$ cat src/rtl/ssp_pkg.sv
// Shared types and widths for the SSP transmit controller.
package ssp_pkg;

  localparam int SSP_DATA_W = 8;
  localparam int SSP_DIV_W  = 8;

  typedef enum logic [1:0] {
    IDLE  = 2'd0,
    SYNC  = 2'd1,
    SHIFT = 2'd2,
    TAIL  = 2'd3
  } ssp_tx_state_t;

endpackage

$ cat src/rtl/ssp_clk_div.sv
// Free-running SSPCLKOUT generator; rise_tick marks the PCLK edge where SSPCLKOUT rises.
module ssp_clk_div
  import ssp_pkg::*;
#(
  parameter int CLK_DIV = 1
) (
  input  logic PCLK,
  input  logic CLEAR,
  output logic SSPCLKOUT,
  output logic rise_tick
);

  localparam logic [SSP_DIV_W-1:0] DIV_TC = SSP_DIV_W'(CLK_DIV - 1);

  logic [SSP_DIV_W-1:0] div_cnt;
  logic                 wrap;

  assign wrap      = (div_cnt == DIV_TC);
  assign rise_tick = wrap && !SSPCLKOUT;

  always_ff @(posedge PCLK) begin
    if (CLEAR) begin
      div_cnt   <= '0;
      SSPCLKOUT <= 1'b0;
    end else if (wrap) begin
      div_cnt   <= '0;
      SSPCLKOUT <= ~SSPCLKOUT;
    end else begin
      div_cnt   <= div_cnt + 1'b1;
    end
  end

endmodule

$ cat src/rtl/ssp_tx_ctrl.sv
// SSP transmit controller: pops bytes from the TX FIFO and sends TI-style frames MSB first.
// Build option SSP_TX_B2B_EN: chain the next byte onto the LSB period without TAIL/SYNC.
//
//   state | meaning
//   IDLE  | waiting for a byte; pops as soon as the FIFO is non-empty
//   SYNC  | byte loaded; next SSPCLKOUT rise drives the FSS pulse
//   SHIFT | driving data bits MSB first, one per SSPCLKOUT rise
//   TAIL  | LSB on the pins; next rise releases SSPOE_B and returns to IDLE
module ssp_tx_ctrl
  import ssp_pkg::*;
#(
  parameter int CLK_DIV = 1
) (
  input  logic                  PCLK,
  input  logic                  CLEAR,
  input  logic                  EMPTY,
  input  logic [SSP_DATA_W-1:0] TxDATA,
  output logic                  LOGICWRITE,
  output logic                  SSPCLKOUT,
  output logic                  SSPFSSOUT,
  output logic                  SSPTXD,
  output logic                  SSPOE_B,
  output logic                  BUSY
);

  localparam logic [2:0] LAST_BIT = 3'(SSP_DATA_W - 1);

  ssp_tx_state_t         state, state_nxt;
  logic [SSP_DATA_W-1:0] sr, sr_nxt;
  logic [2:0]            bit_cnt, bit_cnt_nxt;
  logic                  txd_nxt, fss_nxt, oe_b_nxt;
  logic                  pop;
  logic                  rise_tick;

  ssp_clk_div #(
    .CLK_DIV (CLK_DIV)
  ) u_clk_div (
    .PCLK      (PCLK),
    .CLEAR     (CLEAR),
    .SSPCLKOUT (SSPCLKOUT),
    .rise_tick (rise_tick)
  );

  always_ff @(posedge PCLK) begin
    if (CLEAR) begin
      state     <= IDLE;
      sr        <= '0;
      bit_cnt   <= '0;
      SSPTXD    <= 1'b0;
      SSPFSSOUT <= 1'b0;
      SSPOE_B   <= 1'b1;
    end else begin
      state     <= state_nxt;
      sr        <= sr_nxt;
      bit_cnt   <= bit_cnt_nxt;
      SSPTXD    <= txd_nxt;
      SSPFSSOUT <= fss_nxt;
      SSPOE_B   <= oe_b_nxt;
    end
  end

  always_comb begin
    state_nxt   = state;
    sr_nxt      = sr;
    bit_cnt_nxt = bit_cnt;
    txd_nxt     = SSPTXD;
    fss_nxt     = SSPFSSOUT;
    oe_b_nxt    = SSPOE_B;
    pop         = 1'b0;
    case (state)
      IDLE: begin
        if (!EMPTY) begin
          pop       = 1'b1;
          sr_nxt    = TxDATA;
          state_nxt = SYNC;
        end
      end
      SYNC: begin
        if (rise_tick) begin
          fss_nxt     = 1'b1;
          oe_b_nxt    = 1'b0;
          txd_nxt     = 1'b0;
          bit_cnt_nxt = '0;
          state_nxt   = SHIFT;
        end
      end
      SHIFT: begin
        if (rise_tick) begin
          txd_nxt     = sr[SSP_DATA_W-1];
          sr_nxt      = {sr[SSP_DATA_W-2:0], 1'b0};
          fss_nxt     = 1'b0;
          bit_cnt_nxt = bit_cnt + 3'd1;
          if (bit_cnt == LAST_BIT) begin
`ifdef SSP_TX_B2B_EN
            // Next byte's FSS shares the period of this byte's LSB.
            if (!EMPTY) begin
              pop         = 1'b1;
              sr_nxt      = TxDATA;
              fss_nxt     = 1'b1;
              bit_cnt_nxt = '0;
            end else begin
              state_nxt   = TAIL;
            end
`else
            state_nxt = TAIL;
`endif
          end
        end
      end
      TAIL: begin
        if (rise_tick) begin
          oe_b_nxt  = 1'b1;
          txd_nxt   = 1'b0;
          fss_nxt   = 1'b0;
          state_nxt = IDLE;
        end
      end
      default: state_nxt = IDLE;
    endcase
  end

  assign LOGICWRITE = pop && !CLEAR;
  assign BUSY       = (state != IDLE);

endmodule

$ cat config.mk
export PLATFORM = sky130hd
export DESIGN_NAME = ssp_tx_ctrl
export DESIGN_NICKNAME = d
export VERILOG_FILES = /design/src/rtl/ssp_pkg.sv /design/src/rtl/ssp_clk_div.sv /design/src/rtl/ssp_tx_ctrl.sv
export SDC_FILE = /design/constraint.sdc
export NUM_CORES = 1
export LEC_CHECK = 0
export CORE_UTILIZATION = 25
export CTS_CLUSTER_SIZE = 20
export DETAILED_ROUTE_END_ITERATION = 8
export GPL_TIMING_DRIVEN = 0
export PLACE_DENSITY_LB_ADDON = 0.12
export REMOVE_ABC_BUFFERS = 1
export SKIP_CTS_REPAIR_TIMING = 1
export SYNTH_ARGS = -nofsm -noshare
export SYNTH_HDL_FRONTEND = slang
export SYNTH_SLANG_ARGS = --single-unit
$ cat constraint.sdc
create_clock -name PCLK -period 2.2 [get_ports PCLK]
set_input_delay 0.44 -clock PCLK [delete_from_list [all_inputs] [get_ports PCLK]]
set_output_delay 0.44 -clock PCLK [all_outputs]
set_load 0.05 [all_outputs]
## Word level (Yosys, flattened, before mapping)

Cells that the tools add are included.
W data, S select, Z words.

- Add/subtract/negate cells: 2
- Equal/unequal tests: 11
- Multiplexer cells: 20
- Bitwise gates (word level): 1
- Reduce and logical (&&, ||, !) cells: 21

Operators by type and width:

| cell | count |
|---|---|
| $mux W8 | 2 |
| $pmux W8 S2 | 1 |
| $reduce_and A3 Y1 | 5 |
| $reduce_bool A2 Y1 | 6 |
| $mux W2 | 5 |
| $ne A2 B2 Y1 const B | 5 |
| $add A8 B1 Y8 const B | 1 |
| $logic_not A8 Y1 | 1 |
| $pmux W2 S4 | 1 |
| $mux W3 | 2 |
| $pmux W1 S2 | 3 |
| $pmux W3 S2 | 1 |
| $reduce_or A2 Y1 | 3 |
| $mux W1 | 5 |
| $reduce_and A5 Y1 | 1 |
| $eq A2 B2 Y1 const B | 2 |
| $ne A2 B1 Y1 const B | 2 |
| $add A3 B1 Y3 const B | 1 |
| $eq A3 B3 Y1 const B | 1 |
| $eq A2 B1 Y1 const B | 1 |
| $logic_and A1 B1 Y1 | 2 |
| $logic_not A1 Y1 | 2 |
| $logic_not A2 Y1 | 1 |
| $not A1 Y1 | 1 |

- Register bits after elaboration: 25
- Input port bits: 11
- Output and inout port bits: 6
- Word-level logic and storage cells: 63

## Logic depth before layout (Yosys ltp)

Gate-level depths: netlist of run 1.

- Depth after elaboration: 4
- Mapped depth: 7
- Gate-level depth less buffers: 6

## Modules after synthesis

From an unflattened synthesis of run 1, not the netlist that was laid out.

- Cell total of the unflattened synthesis: 148
- Area, all modules: 1,367.6 µm²

By module, submodules not included:

| module | times used | cells each | area each (µm²) | sequential area each (µm²) |
|---|---|---|---|---|
| ssp_tx_ctrl | 1 | 103 | 959.7 | 320.3 |
| ssp_clk_div | 1 | 45 | 407.9 | 180.2 |

## Least setup slack after synthesis of run 1

Ideal clock, no wire load.

- Kind: reg2out
- Start point: register state[0]
- End point: output LOGICWRITE
- Arrival: 1.982 ns
- Data required time: 1.760 ns
- Path slack: -0.222 ns
- Cell stages (with the launch flop): 5
- Buffers on the path: 0
- Cells stage by stage: dfxtp_1 -> inv_1 -> ha_1 -> inv_1 -> nor3_1

- Longest elaborated chain between the ends: 3

RTL lines:

| what | RTL line | RTL |
|---|---|---|
| start, declared | ssp_tx_ctrl.sv:28 | `ssp_tx_state_t state, state_nxt;` |
| start signal, assigned | ssp_tx_ctrl.sv:53 | `state <= state_nxt;` |
| $logic_not A2 Y1 | ssp_tx_ctrl.sv:70 | `case (state)` |
| $mux W1 | ssp_tx_ctrl.sv:70 |  |
| $logic_and A1 B1 Y1 | ssp_tx_ctrl.sv:122 | `assign LOGICWRITE = pop && !CLEAR;` |
| end, declared | ssp_tx_ctrl.sv:18 | `output logic LOGICWRITE,` |

Every way passes these cells.

## Worst setup path after layout of run 1

Same ends and word-level chain as after synthesis.

==> insert_results.sql, run 1 <==
INSERT INTO impl_metrics (metric_group, metric, value, unit) VALUES
('floorplan', 'die_height', '71.9', 'um'),
('worst_setup_path', 'crit_path_start_kind', 'flop', ''),
('placed_design', 'placed_cells', '219', ''),
('clocking', 'cts_made_buffers', '3', ''),
('final_layout', 'filler_cell_count', '504', ''),
('final_layout', 'post_route_cells_drive_above_1_share', '7.69', '%'),
('pwr', 'vdd_ir_drop_max', '0.809', 'mV'),
('worst_setup_path', 'crit_arrival', '1.53', 'ns'),
('placed_design', 'portBuffers', '16', ''),
('floorplan', 'initial_core_util', '25.9', '%'),
('sta', 'slew_headroom', '47.8', '%'),
('detailed_routing', 'drc_viols', '0', ''),
('worst_setup_path', 'path_class', 'flop to output port', ''),
('synth', 'synth_top_cells_by_area', 'sky130_fd_sc_hd__dfxtp_1 41%, sky130_fd_sc_hd__ha_1 9.2%, sky130_fd_sc_hd__o21ai_0 5.7%', ''),
('clocking', 'tritoncts', 'built', ''),
('synth', 'synth_enable_flop_cells', '0', ''),
('synth', 'yosys_warnings', '0', ''),
('detailed_routing', 'num_vias', '1060', ''),
('final_layout', 'postLayoutCoreUtil', '31.7', '%'),
('sta', 'final_count_of_negative_setup_slack_endpoints', '0', ''),
('pwr', 'comb_power_share', '43.0', '%'),
('detailed_routing', 'firstDrtPassIters', '4', ''),
('detailed_routing', 'post_drt_via_cell_ratio', '4.75', ''),
('clocking', 'worst_setup_hold_path_clk_slew', '0.10', 'ns'),
('global_routing', 'track_usage', '11.6', '%'),
('global_routing', 'largest_net_degree_at_the_start_of_global_routing', '23', ''),
('clocking', 'clock_latency_on_the_worst_skew_pair', '0.27', 'ns'),
('synth', 'synth.ff_latch_count', '25', ''),
('sta', 'report.final.hold_viol_count', '0', ''),
('pwr', 'power.leakage', '0.561', 'nW'),
('detailed_routing', 'drt-initial-drc-count', '17', ''),
('worst_hold_path', 'hp-start', 'u_clk_div.div_cnt[0]', ''),
('sta', 'timing.fmax', '0.506', 'GHz'),
('worst_hold_path', 'holdCritPathClass', 'flop to flop', ''),
('floorplan', 'die_w', '71.9', 'um'),
('synth', 'synthMostInstantiatedCell', 'sky130_fd_sc_hd__dfxtp_1', ''),
('clocking', 'htree_levels', '1', ''),
('pwr', 'clock_power_share', '18.9', '%'),
('worst_setup_path', 'cp-end-kind', 'output port', ''),
('detailed_routing', 'avgRoutedWirePerCell', '12.3', 'um'),
('pwr', 'switchingPower', '0.632', 'mW'),
('floorplan', 'io_pins', '17', ''),
('pwr', 'pwr-share-seq', '38.1', '%'),
('worst_setup_path', 'regToRegStartpoint', 'state[1]', ''),
('synth', 'synth_area', '1220', 'sq um'),
('sta', 'rsz0062_at_grt', 'no', ''),
('floorplan', 'row_count', '25', ''),
('floorplan', 'design.die.area', '5170', 'sq um'),
('placed_design', 'dp_hpwl', '1.91', 'mm'),
('final_layout', 'post_layout_nonfiller_instances', '223', ''),
('pwr', 'power_switching_share', '41.9', '%'),
('sta', 'final_period_minus_worst_setup_slack', '1.97', 'ns'),
('global_routing', 'grt_first_pass_wirelength', '4.68', 'mm'),
('clocking', 'clock-sinks', '25', ''),
('run_status', 'status', 'finished clean', ''),
('final_layout', 'flow.area_growth_from_synthesis', '22.6', '%'),
('job', 'max_cap_violations', '0', ''),
('final_layout', 'nets', '177', ''),
('synth', 'synth-main-ff-cell', 'sky130_fd_sc_hd__dfxtp_1', ''),
('clocking', 'cts_root_buf', 'sky130_fd_sc_hd__clkbuf_8', ''),
('synth', 'synth.largest_area_cell', 'sky130_fd_sc_hd__dfxtp_1', ''),
('sta', 'timing.final.crit_share', '89.8', '%'),
('global_routing', 'grt_pass1_vias', '1012', ''),
('synth', 'synth.cells.most_frequent', '25 x sky130_fd_sc_hd__dfxtp_1, 14 x sky130_fd_sc_hd__o21ai_0, 13 x sky130_fd_sc_hd__nand2_1', ''),
('sta', 'finClkSkew', '0.00867', 'ns'),
('detailed_routing', 'ant_nets', '0', ''),
('sta', 'tightest_slew', '0.781', 'ns'),
('synth', 'synthesis.area_per_instance', '8.60', 'sq um'),
('global_routing', 'grt.overflow.total', '0', ''),
('clocking', 'cts_buffer_depth', '2', ''),
('worst_setup_path', 'worstSetupStartpoint', 'state[0]', '');
## through the flow
step / setup WS (ns) / total power, mW / instance area (sq um) / TNS [ns] / hold slack, ns
2_1_floorplan: -0.222 / 1.03 / 1200 / -0.222 / 0.426
4_1_cts: -0.712 / 1.52 / 1490 / -0.862 / 0.474
6_report: 0.225 / 1.51 / 1500 / 0 / 0.470
5_1_grt: 0.0857 / 1.62 / 1500 / 0 / 0.508
3_5_place_dp: -0.703 / 1.23 / 1440 / -0.902 / 0.451
3_3_place_gp: -0.655 / 1.22 / 1440 / -0.814 / 0.444
## metal layers
| layer | track usage [%] | vias to the layer above | routed length, um |
|---|---|---|---|
| met5 | 0 | - | 0 |
| met4 | 3.27 | 0 | 25 |
| met3 | 2.92 | 2 | 80 |
| met2 | 19.2 | 14 | 1280 |
| met1 | 15.0 | 510 | 1350 |
| li1 | - | 534 | - |
## registers in the layout, indices dropped and copies added (netlist names)
| name | count |
|---|---|
| u_clk_div.div_cnt | 8 |
| SSPTXD | 1 |
| SSPFSSOUT | 1 |
| SSPOE_B | 1 |
| state | 2 |
| u_clk_div.SSPCLKOUT | 1 |
| bit_cnt | 3 |
| sr | 8 |
## cells in the final DEF (no fill, tap or decap), drive strengths merged, types with 3 or more instances in the layout
cell type	n
a21oi	8
a31oi	7
clkbuf	4
clkdlybuf4s50	13
dfxtp	25
ha	9
inv	8
nand2	13
nand2b	3
nand3	6
nand4	7
nor2	11
nor3	3
o21ai	14
xor2	4
## path summary, 6_finish.rpt
check | endpoint | slack, ns | depth (start not counted)
hold / removal | u_clk_div.div_cnt[0] | 0.47 | 1
setup reg to reg | sr[0] | 0.33 | 6
hold reg to reg | u_clk_div.div_cnt[0] | 0.47 | 1
setup / recovery | LOGICWRITE | 0.23 | 5
## worst max-delay path, cell delays in order (launching register included)
cell                       delay (ns)
sky130_fd_sc_hd__dfxtp_1         0.34
sky130_fd_sc_hd__inv_1           0.12
sky130_fd_sc_hd__ha_1            0.22
sky130_fd_sc_hd__inv_1           0.07
sky130_fd_sc_hd__nor3_1          0.20
sky130_fd_sc_hd__clkbuf_2        0.32
## power groups by stage
stage                     clock network, mW  registers [mW]  logic [mW]
final                                 0.285           0.575       0.649
after CTS                             0.297           0.574       0.648
after global placement                    0           0.580       0.641
after floorplan                           0           0.633       0.394
after detailed placement                  0           0.583       0.646
after global routing                  0.309           0.586       0.722
## area by class of cell
| cell class | count | area [sq um] | area share, % |
|---|---|---|---|
| Tap cell | 67 | 83.8 | 5.60 |
| Timing Repair Buffer | 16 | 160 | 10.7 |
| Clock inverter | 1 | 7.51 | 0.501 |
| Sequential cell | 25 | 500 | 33.4 |
| Inverter | 8 | 30.0 | 2.01 |
| Clock buffer | 3 | 41.3 | 2.76 |
| Multi-Input combinational cell | 103 | 674 | 45.0 |
## logic make-up after synthesis
logic type	count (synthesis)	share of synthesized area, %
buffers and inverters	14	4.41
AND/OR/NAND/NOR	53	24.0
XOR/XNOR	6	4.30
AO/OA/AOI/OAI	34	16.3
adder cells (fa/ha/maj)	9	9.22
multiplexers	1	0.820
flip-flops	25	41.0
(Power assumes the default switching activity.)
==> run 2, diff against run 1 <==
--- a/config.mk
+++ b/config.mk
@@ -15,3 +15,4 @@
 export SYNTH_ARGS = -nofsm -noshare
 export SYNTH_HDL_FRONTEND = slang
 export SYNTH_SLANG_ARGS = --single-unit
+export TNS_END_PERCENT = 1
==> results of run 2 <==
The final DEF is identical to that of run 1; final timing and power are the same.
